## config.mk

```make
export PLATFORM = sky130hd
export DESIGN_NAME = anim_sequencer
export DESIGN_NICKNAME = d
export VERILOG_FILES = /design/src/rtl/anim_sequencer.sv
export SDC_FILE = /design/constraint.sdc
export NUM_CORES = 1
export LEC_CHECK = 0
export BUFFER_PORTS_ARGS = -buffer_cell sky130_fd_sc_hd__buf_2
export CORE_MARGIN = 1
export CORE_UTILIZATION = 30
export DETAILED_ROUTE_END_ITERATION = 6
export SYNTH_ARGS = -nofsm -noshare
export SYNTH_HDL_FRONTEND = slang
export SYNTH_SLANG_ARGS = --single-unit
```

## constraint.sdc

```tcl
create_clock -name clk -period 4.25 [get_ports clk]
set_clock_uncertainty 0.1 [all_clocks]
set_input_delay 0.2125 -clock clk [delete_from_list [all_inputs] [get_ports clk]]
set_output_delay 0.2125 -clock clk [all_outputs]
set_load 0.01 [all_outputs]
```

## src/rtl/anim_sequencer.sv

```systemverilog
// ---------------------------------------------------------------------------
// anim_sequencer
//
// Purpose:
//    Per-player animation state machine for the fighting game. It picks the
//    sprite code the renderer draws. Changes happen only on frame ticks, so
//    the sprite never switches partway through a frame. Timed states (attack
//    phases, hit stun and block) count frame ticks. Untimed states (idle and
//    walking) re-read the player's request levels on every tick.
//
// Ports:
//    clk            in   sole clock, rising edge
//    rst            in   asynchronous active-high reset
//    frame_tick     in   one-cycle pulse per video frame
//    game_state     in   [2:0] game state, 3'd2 means FIGHT
//    act_fwd        in   walk-forward request level
//    act_back       in   walk-back request level
//    act_attack     in   attack request level
//    act_dir        in   directional-attack request level
//    act_block      in   block request level
//    block_avail    in   at least one block charge remains
//    got_hit        in   one-cycle pulse, the opponent landed a hit
//    sprite_state   out  [3:0] sprite code (0 IDLE .. 10 BLOCK)
//    hit_window     out  high during ATK_END / DIR_END
//    busy           out  high during any timed state (codes 3..10)
//    block_used     out  one-cycle pulse on entry to BLOCK
//    hit_blocked    out  one-cycle pulse when BLOCK absorbs a pending hit
// ---------------------------------------------------------------------------
module anim_sequencer #(
   parameter int T_ATK_START = 5,
   parameter int T_ATK_END   = 2,
   parameter int T_ATK_PULL  = 8,
   parameter int T_DIR_START = 4,
   parameter int T_DIR_END   = 3,
   parameter int T_DIR_PULL  = 10,
   parameter int T_HIT       = 15,
   parameter int T_BLOCK     = 10
) (
   input  logic       clk,
   input  logic       rst,
   input  logic       frame_tick,
   input  logic [2:0] game_state,
   input  logic       act_fwd,
   input  logic       act_back,
   input  logic       act_attack,
   input  logic       act_dir,
   input  logic       act_block,
   input  logic       block_avail,
   input  logic       got_hit,
   output logic [3:0] sprite_state,
   output logic       hit_window,
   output logic       busy,
   output logic       block_used,
   output logic       hit_blocked
);

   typedef enum logic [3:0] {
      S_IDLE      = 4'd0,
      S_WALK      = 4'd1,
      S_WALKBACK  = 4'd2,
      S_ATK_START = 4'd3,
      S_ATK_END   = 4'd4,
      S_ATK_PULL  = 4'd5,
      S_DIR_START = 4'd6,
      S_DIR_END   = 4'd7,
      S_DIR_PULL  = 4'd8,
      S_GOTHIT    = 4'd9,
      S_BLOCK     = 4'd10
   } state_t;

   localparam logic [2:0] GS_FIGHT = 3'd2;

   state_t     state_q, state_d;
   logic [4:0] cnt_q, cnt_d;
   logic       pending_q, pending_d;
   logic       hit_window_q, hit_window_d;
   logic       busy_q, busy_d;
   logic       block_used_q, block_used_d;
   logic       hit_blocked_q, hit_blocked_d;

   state_t     sel_state;
   logic       hit_now;
   logic       took_sel;

   // A state lasts T ticks, so its counter starts at T-1. The tick that
   // finds the counter at zero is the tick that leaves the state. Untimed
   // states keep the counter at zero.
   function automatic logic [4:0] load_value(input state_t s);
      logic [4:0] v;
      v = 5'd0;
      case (s)
         S_ATK_START: v = 5'(T_ATK_START - 1);
         S_ATK_END:   v = 5'(T_ATK_END - 1);
         S_ATK_PULL:  v = 5'(T_ATK_PULL - 1);
         S_DIR_START: v = 5'(T_DIR_START - 1);
         S_DIR_END:   v = 5'(T_DIR_END - 1);
         S_DIR_PULL:  v = 5'(T_DIR_PULL - 1);
         S_GOTHIT:    v = 5'(T_HIT - 1);
         S_BLOCK:     v = 5'(T_BLOCK - 1);
         default:     v = 5'd0;
      endcase
      return v;
   endfunction

   // The untimed selection reads only the current request levels. Nothing
   // is remembered from requests made during a timed state. A block request
   // with no charges left falls through to the movement checks.
   always_comb begin
      sel_state = S_IDLE;
      if (act_attack)
         sel_state = S_ATK_START;
      else if (act_dir)
         sel_state = S_DIR_START;
      else if (act_block && block_avail)
         sel_state = S_BLOCK;
      else if (act_fwd && !act_back)
         sel_state = S_WALK;
      else if (act_back && !act_fwd)
         sel_state = S_WALKBACK;
   end

   // Next-state decision. Between ticks the only thing that moves is the
   // pending-hit flag. A hit that arrives in the same cycle as the tick
   // counts at that tick, so the effective hit is the flag ORed with the
   // live pulse. At a tick, leaving the fight wins over everything else.
   // A hit comes next: it either stuns the player or is absorbed by BLOCK.
   // Absorbing a hit still lets the block countdown run, so the block keeps
   // its normal length.
   always_comb begin
      state_d       = state_q;
      cnt_d         = cnt_q;
      pending_d     = pending_q | got_hit;
      block_used_d  = 1'b0;
      hit_blocked_d = 1'b0;
      took_sel      = 1'b0;
      hit_now       = pending_q | got_hit;

      if (frame_tick) begin
         pending_d = 1'b0;
         if (game_state != GS_FIGHT) begin
            state_d = S_IDLE;
            cnt_d   = 5'd0;
         end else if (hit_now && state_q != S_BLOCK) begin
            state_d = S_GOTHIT;
            cnt_d   = load_value(S_GOTHIT);
         end else if (hit_now) begin
            hit_blocked_d = 1'b1;
            if (cnt_q != 5'd0)
               cnt_d = cnt_q - 5'd1;
         end else begin
            case (state_q)
               S_IDLE, S_WALK, S_WALKBACK: begin
                  state_d  = sel_state;
                  took_sel = 1'b1;
               end
               default: begin
                  if (cnt_q != 5'd0) begin
                     cnt_d = cnt_q - 5'd1;
                  end else begin
                     case (state_q)
                        S_ATK_START: state_d = S_ATK_END;
                        S_ATK_END:   state_d = S_ATK_PULL;
                        S_DIR_START: state_d = S_DIR_END;
                        S_DIR_END:   state_d = S_DIR_PULL;
                        default: begin
                           state_d  = sel_state;
                           took_sel = 1'b1;
                        end
                     endcase
                     cnt_d = load_value(state_d);
                  end
               end
            endcase
            if (took_sel) begin
               cnt_d        = load_value(sel_state);
               block_used_d = (sel_state == S_BLOCK);
            end
         end
      end

      hit_window_d = (state_d == S_ATK_END) || (state_d == S_DIR_END);
      busy_d       = (state_d >= S_ATK_START);
   end

   // All state and every output sit in one register bank. The outputs follow
   // the same edge as the sprite code, so the renderer always sees a
   // consistent set of values.
   always_ff @(posedge clk or posedge rst) begin
      if (rst) begin
         state_q       <= S_IDLE;
         cnt_q         <= 5'd0;
         pending_q     <= 1'b0;
         hit_window_q  <= 1'b0;
         busy_q        <= 1'b0;
         block_used_q  <= 1'b0;
         hit_blocked_q <= 1'b0;
      end else begin
         state_q       <= state_d;
         cnt_q         <= cnt_d;
         pending_q     <= pending_d;
         hit_window_q  <= hit_window_d;
         busy_q        <= busy_d;
         block_used_q  <= block_used_d;
         hit_blocked_q <= hit_blocked_d;
      end
   end

   assign sprite_state = state_q;
   assign hit_window   = hit_window_q;
   assign busy         = busy_q;
   assign block_used   = block_used_q;
   assign hit_blocked  = hit_blocked_q;

endmodule

```

# Word level (Yosys, flattened, before mapping)
# Memories as Yosys holds them, arrays and structs flattened.
# Cells that the tools add are included.
# classes
addsub,1
n_lt_le_gt_ge,1
eq_ne,13
muxes,42
bitwise_logic,1
n_reduce_logical,12
# op_table
cell,count
2-to-1 mux 4 bit,15
2-to-1 mux 5 bit,7
== test 4 x 3 -> 1 bit (second input constant),5
2-to-1 mux 1 bit,17
one-hot mux 4 bit (4 select lines),1
== test 4 x 2 -> 1 bit (second input constant),2
!= test 5 bit (second input constant),1
nonzero test 5 bit,1
subtractor 5 x 1 -> 5 bit (second input constant),1
== test 4 x 1 -> 1 bit (second input constant),1
== test 4 bit (second input constant),1
>= comparator 4 x 2 -> 1 bit (second input constant),1
logical AND 1 bit,4
logical NOT 4 bit,1
2-to-1 mux 2 bit,2
!= test 4 x 1 -> 1 bit (second input constant),1
!= test 4 bit (second input constant),1
OR reduction 4 bit,1
!= test 3 x 2 -> 1 bit (second input constant),1
AND reduction 3 bit,1
OR reduction 3 bit,1
logical NOT 1 bit,2
logical OR 1 bit,1
bitwise OR 1 bit,1
# totals
ff_bits,14
rom_bits,128
inputBits,13
output_inout_bits,8
wordCells,79
mem_count,2
# memory_table
memory,depth,width,rd,rd_clocked_by_memory_dff,write_ports,line_no,text
(name not given),16,4,1,0,0,91,case (s)
(name not given),16,4,1,0,0,91,

# Longest topological paths before layout
# logic_depth
ltp_word,22
mapped_depth,9
mapped_depth_nobuf,8

# Worst setup path after synthesis
# No wires, ideal clock.
# synth_timing
kind,register to register
start,reg cnt_q[0]
end,reg busy_q (netlist: busy)
setup_ns,0.132
t_arrival_ns,1.983
t_required_ns,4.018
slack_ns,2.035
path_stages_with_launch,9
n_path_buf,1
period_less_slack_ns,2.215
path_cell_list,dfrtp_1 -> inv_1 -> ha_1 -> or4b_4 -> buf_6 -> o311ai_1 -> o21ai_1 -> or2_1 -> nand3b_1
# synth_between
elab_chain_cells,8
# synth_rtl
element,line_no,text
"start, declared",74,"logic [4:0] cnt_q, cnt_d;"
"start signal, assigned",199,cnt_q <= cnt_d;
nonzero test 5 bit,157,if (cnt_q != 5'd0) begin
2-to-1 mux 4 bit,157,
2-to-1 mux 4 bit,151,case (state_q)
2-to-1 mux 4 bit,146,end else if (hit_now) begin
2-to-1 mux 4 bit,143,end else if (hit_now && state_q != S_BLOCK) begin
2-to-1 mux 4 bit,140,if (game_state != GS_FIGHT) begin
2-to-1 mux 4 bit,138,if (frame_tick) begin
named net state_d[2],73,"state_t state_q, state_d;"
>= comparator 4 x 2 -> 1 bit,182,busy_d = (state_d >= S_ATK_START);
named net busy_d,77,"logic busy_q, busy_d;"
"end signal, assigned",202,busy_q <= busy_d;
"end, declared",77,
# The timed path passes the listed nets, and every way through them passes these cells.
# A chain may end at the register's enable or synchronous reset.

# Worst setup path after layout
# layout_timing
start,reg cnt_q[0]
end,reg hit_window_q (netlist: hit_window)
# layout_between
elab_chain_cells,9
elab_cells_between_ends,10
cone_classes,2 x eq/ne; 6 x mux; 2 x reduce/logical
# layout_rtl
element,line_no,text
nonzero test 5 bit (*),157,
2-to-1 mux 4 bit (*),157,
2-to-1 mux 4 bit (*),151,
2-to-1 mux 4 bit (*),146,
2-to-1 mux 4 bit (*),143,
2-to-1 mux 4 bit (*),140,
2-to-1 mux 4 bit (*),138,
named net state_d[0],73,
== test 4 x 3 -> 1 bit,181,hit_window_d = (state_d == S_ATK_END) || (state_d == S_DIR_END);
logical OR 1 bit (*),181,
named net hit_window_d,76,"logic hit_window_q, hit_window_d;"
"end signal, assigned",201,hit_window_q <= hit_window_d;
"end, declared",76,
# The timed path passes the listed nets; every way through them passes the cells marked *.

==> results_dict.tcl <==
set metrics [dict create \
    outcome "completed" \
    place_hpwl_um 2550 \
    synth_fp_nets 172 \
    viasPerCell 5.59 \
    start_util_pct 32.5 \
    p_leak_nw 0.603 \
    cp.depth 8 \
    drive_above_1_share_pct 20.2 \
    min_path_cells 3 \
    crit_family "simple AND/OR/NAND/NOR gates" \
    grt_pass1_wl_um 5630 \
    clock_sinks 14 \
    drt_first_pass_iters 4 \
    synth-edff-count 0 \
    cts_htree_levels 1 \
    fmaxAchievable_mhz 411 \
    die_area_sq_mm 0.00438 \
    dp_slack_ns 1.84 \
    seq_area_sq_um 350 \
    overflow 0 \
    synth_area_leaders "dfrtp_1 28%, o21ai_0 4.9%, nor2_1 4.9%, a21oi_1 4.5%, a31oi_1 3.0%" \
    dr.max_layer_used "met4" \
    core_sq_mm 0.00380 \
    cp.required_ns 4.32 \
    reg2reg_depth 8 \
    place.gp.congestion 0.841 \
    fin_nets 190 \
    ys_ff_latch 14 \
    io_buffers 20 \
    syn_area_sq_mm 0.00123 \
    yosys_warnings 0 \
    slew_violations 0 \
    pin_count 21 \
    vias 1235 \
    wl_met3_um 144 \
    clkLatencyLatePin_ns 0.24 \
    synthArstFlopShare_pct 100 \
    die_h_um 66.2 \
    clk_path_buf_depth 2 \
    postSynthAreaPerCell_sq_um 7.87 \
    hold_violations 0 \
    yosys.area.top_type "dfrtp_1" \
    multi_input_area_sq_um 816 \
    grt_pass1_vias 1174 \
    fin_crit_sh_pct 57.3 \
    cp_max_fo 14 \
    power.density_mw_per_mm2 273 \
    drt_iter0_markers 40 \
    antenna_found_initial 0 \
    syn2layout_area_growth_pct 14.3 \
    cts_buffers 3 \
    fin_ws_ns 1.82 \
    final_antenna_net_count 0 \
    layout_min_cycle_time_ns 2.43 \
    ys.flop_type "dfrtp_1" \
    cts_root_buf "clkbuf_8" \
    crit_path_cell_trace "inv_1 > ha_1 > or4b_4 > o21ai_2 > o211ai_1 > o32a_1 > or3_1 > a21oi_1" \
    max_stage_delay_ns 0.57 \
    setup_viol 0 \
    grt_max_degree 18 \
    wl_um 3360 \
    arrival_ns 2.51 \
    maxCapViolations 0 \
    drc 0 \
    max_slew_margin_pct 42.5 \
    rsz0062_at_grt "false" \
    grt_usage_pct 17.0 \
    critPathCaptureType "register" \
    synth_cell_types 54 \
    power.total_mw 0.386 \
    routedWlPerCell_um 15.2 \
    path_class "register to register" \
    ys_seq_area_share_pct 28.4 \
    tns_ns 0 \
    met2WireLength_um 1610 \
    irDropWorstVdd_mv 0.145 \
    die_w_um 66.2 \
    rows 22 \
    fillers 421 \
    m1WireLength_um 1530 \
    post_cts_resize_count 0 \
    slowest_stage "or4b_4" \
    diodes 0 \
    startpoint_type "register" \
    synth.top_cell.area_share_pct 28.4 \
    worst_slew_pin_slew_ns 0.861 \
    cts.reportedPaths.clkPinSlew_ns 0.06 \
    critPathBufInv 1 \
    cts_tree "yes" \
    post-route-util_pct 37.2 \
    min_path_type "input port to register" \
    syn_inst 157 \
]
-- where the power goes --
part / switching [mW] / leakage, nW / total, mW / internal, mW
sequential: 0.0143 / 0.187 / 0.156 / 0.141
combinational: 0.0727 / 0.394 / 0.123 / 0.0501
clock: 0.0448 / 0.0216 / 0.107 / 0.0627
total: 0.132 / 0.603 / 0.386 / 0.254
-- path summary, 6_finish.rpt --
path                                              to            startpoint  slack (ns)
min in group asynchronous  sprite_state[3]$_DFF_PP0_                   rst        0.46
min reg2reg                      pending_q$_DFF_PP0_   pending_q$_DFF_PP0_        0.50
min                              pending_q$_DFF_PP0_               got_hit        0.21
max in group asynchronous       cnt_q[0]$_DFFE_PP0P_                   rst        3.23
max                             hit_window$_DFF_PP0_  cnt_q[0]$_DFFE_PP0P_        1.82
max reg2reg                     hit_window$_DFF_PP0_  cnt_q[0]$_DFFE_PP0P_        1.82
-- sequential cells by signal, indices dropped and copies added (netlist names) --
name          count
block_used        1
busy              1
cnt_q             5
hit_blocked       1
hit_window        1
pending_q         1
sprite_state      4
-- metrics by stage --
| step | std cells | area (sq um) | hold WS (ns) |
|---|---|---|---|
| CTS | 221 | 1410 | 0.207 |
| global placement | 217 | 1360 | 0.180 |
| finish | 221 | 1410 | 0.211 |
| global route | 221 | 1410 | 0.234 |
| detailed placement | 217 | 1360 | 0.182 |
| floorplan | 157 | 1230 | 0.00172 |
-- timing repair --
action                                 in CTS  in global routing
endpoints found under the hold margin      14                  0
hold buffers                                1                  0
setup buffers                               0                  0
setup endpoints to repair                   0                  0
-- layout make-up --
type	instances	area share [%]
clock buffers	3	2.93
inverters	7	1.86
multi-input cells	127	57.8
flip-flops and latches	14	24.8
well taps	48	4.26
repair buffers	22	8.33
-- cell families (layout without fill, tap and decap cells) --
| family | Yosys count | in the layout | share of synthesized area (%) |
|---|---|---|---|
| AO/OA/AOI/OAI | 54 | 54 | 29.4 |
| AND/OR/NAND/NOR | 65 | 65 | 30.1 |
| adder cells (fa/ha/maj) | 2 | 2 | 2.03 |
| buffers and inverters | 16 | 32 | 5.57 |
| XOR/XNOR | 4 | 4 | 2.84 |
| multiplexers | 2 | 2 | 1.72 |
| flip-flops | 14 | 14 | 28.4 |
-- routing by layer --
layer	global-route usage, %	up-vias
met2	27.9	29
met3	3.45	10
met4	5.59	0
met1	22.1	576
li1	-	620
met5	0	-
-- worst reg2reg max path: stages, from the launching register on --
cell	delay, ns
dfrtp_1	0.43
inv_1	0.11
ha_1	0.16
or4b_4	0.57
o21ai_2	0.15
o211ai_1	0.10
o32a_1	0.32
or3_1	0.31
a21oi_1	0.12
-- cells in the final DEF (no fill, tap or decap), types with 2 or more instances in the layout --
| cell | count |
|---|---|
| a211oi_1 | 2 |
| a21oi_1 | 11 |
| a311oi_1 | 2 |
| a31oi_1 | 6 |
| and2_1 | 3 |
| and3_1 | 2 |
| buf_2 | 20 |
| clkbuf_8 | 3 |
| dfrtp_1 | 14 |
| ha_1 | 2 |
| inv_1 | 7 |
| nand2_1 | 9 |
| nand2b_1 | 3 |
| nand3_1 | 7 |
| nand3b_1 | 3 |
| nand4_1 | 2 |
| nor2_1 | 16 |
| nor2b_1 | 3 |
| nor3b_1 | 2 |
| nor4_1 | 2 |
| o2111ai_1 | 2 |
| o211ai_1 | 2 |
| o21ai_0 | 12 |
| o22ai_1 | 2 |
| or2_1 | 3 |
| or3_1 | 2 |
| xnor2_1 | 3 |
-- cells in the mapped netlist, types with 3 or more instances --
cell,number
and2_1,3
a21oi_1,11
nand2_1,9
o21ai_0,12
nand2b_1,3
inv_1,7
dfrtp_1,14
nor2b_1,3
nand3b_1,3
xnor2_1,3
nand3_1,7
nor2_1,16
a31oi_1,6
clkbuf_1,7
or2_1,3
(Power assumes the default switching activity.)
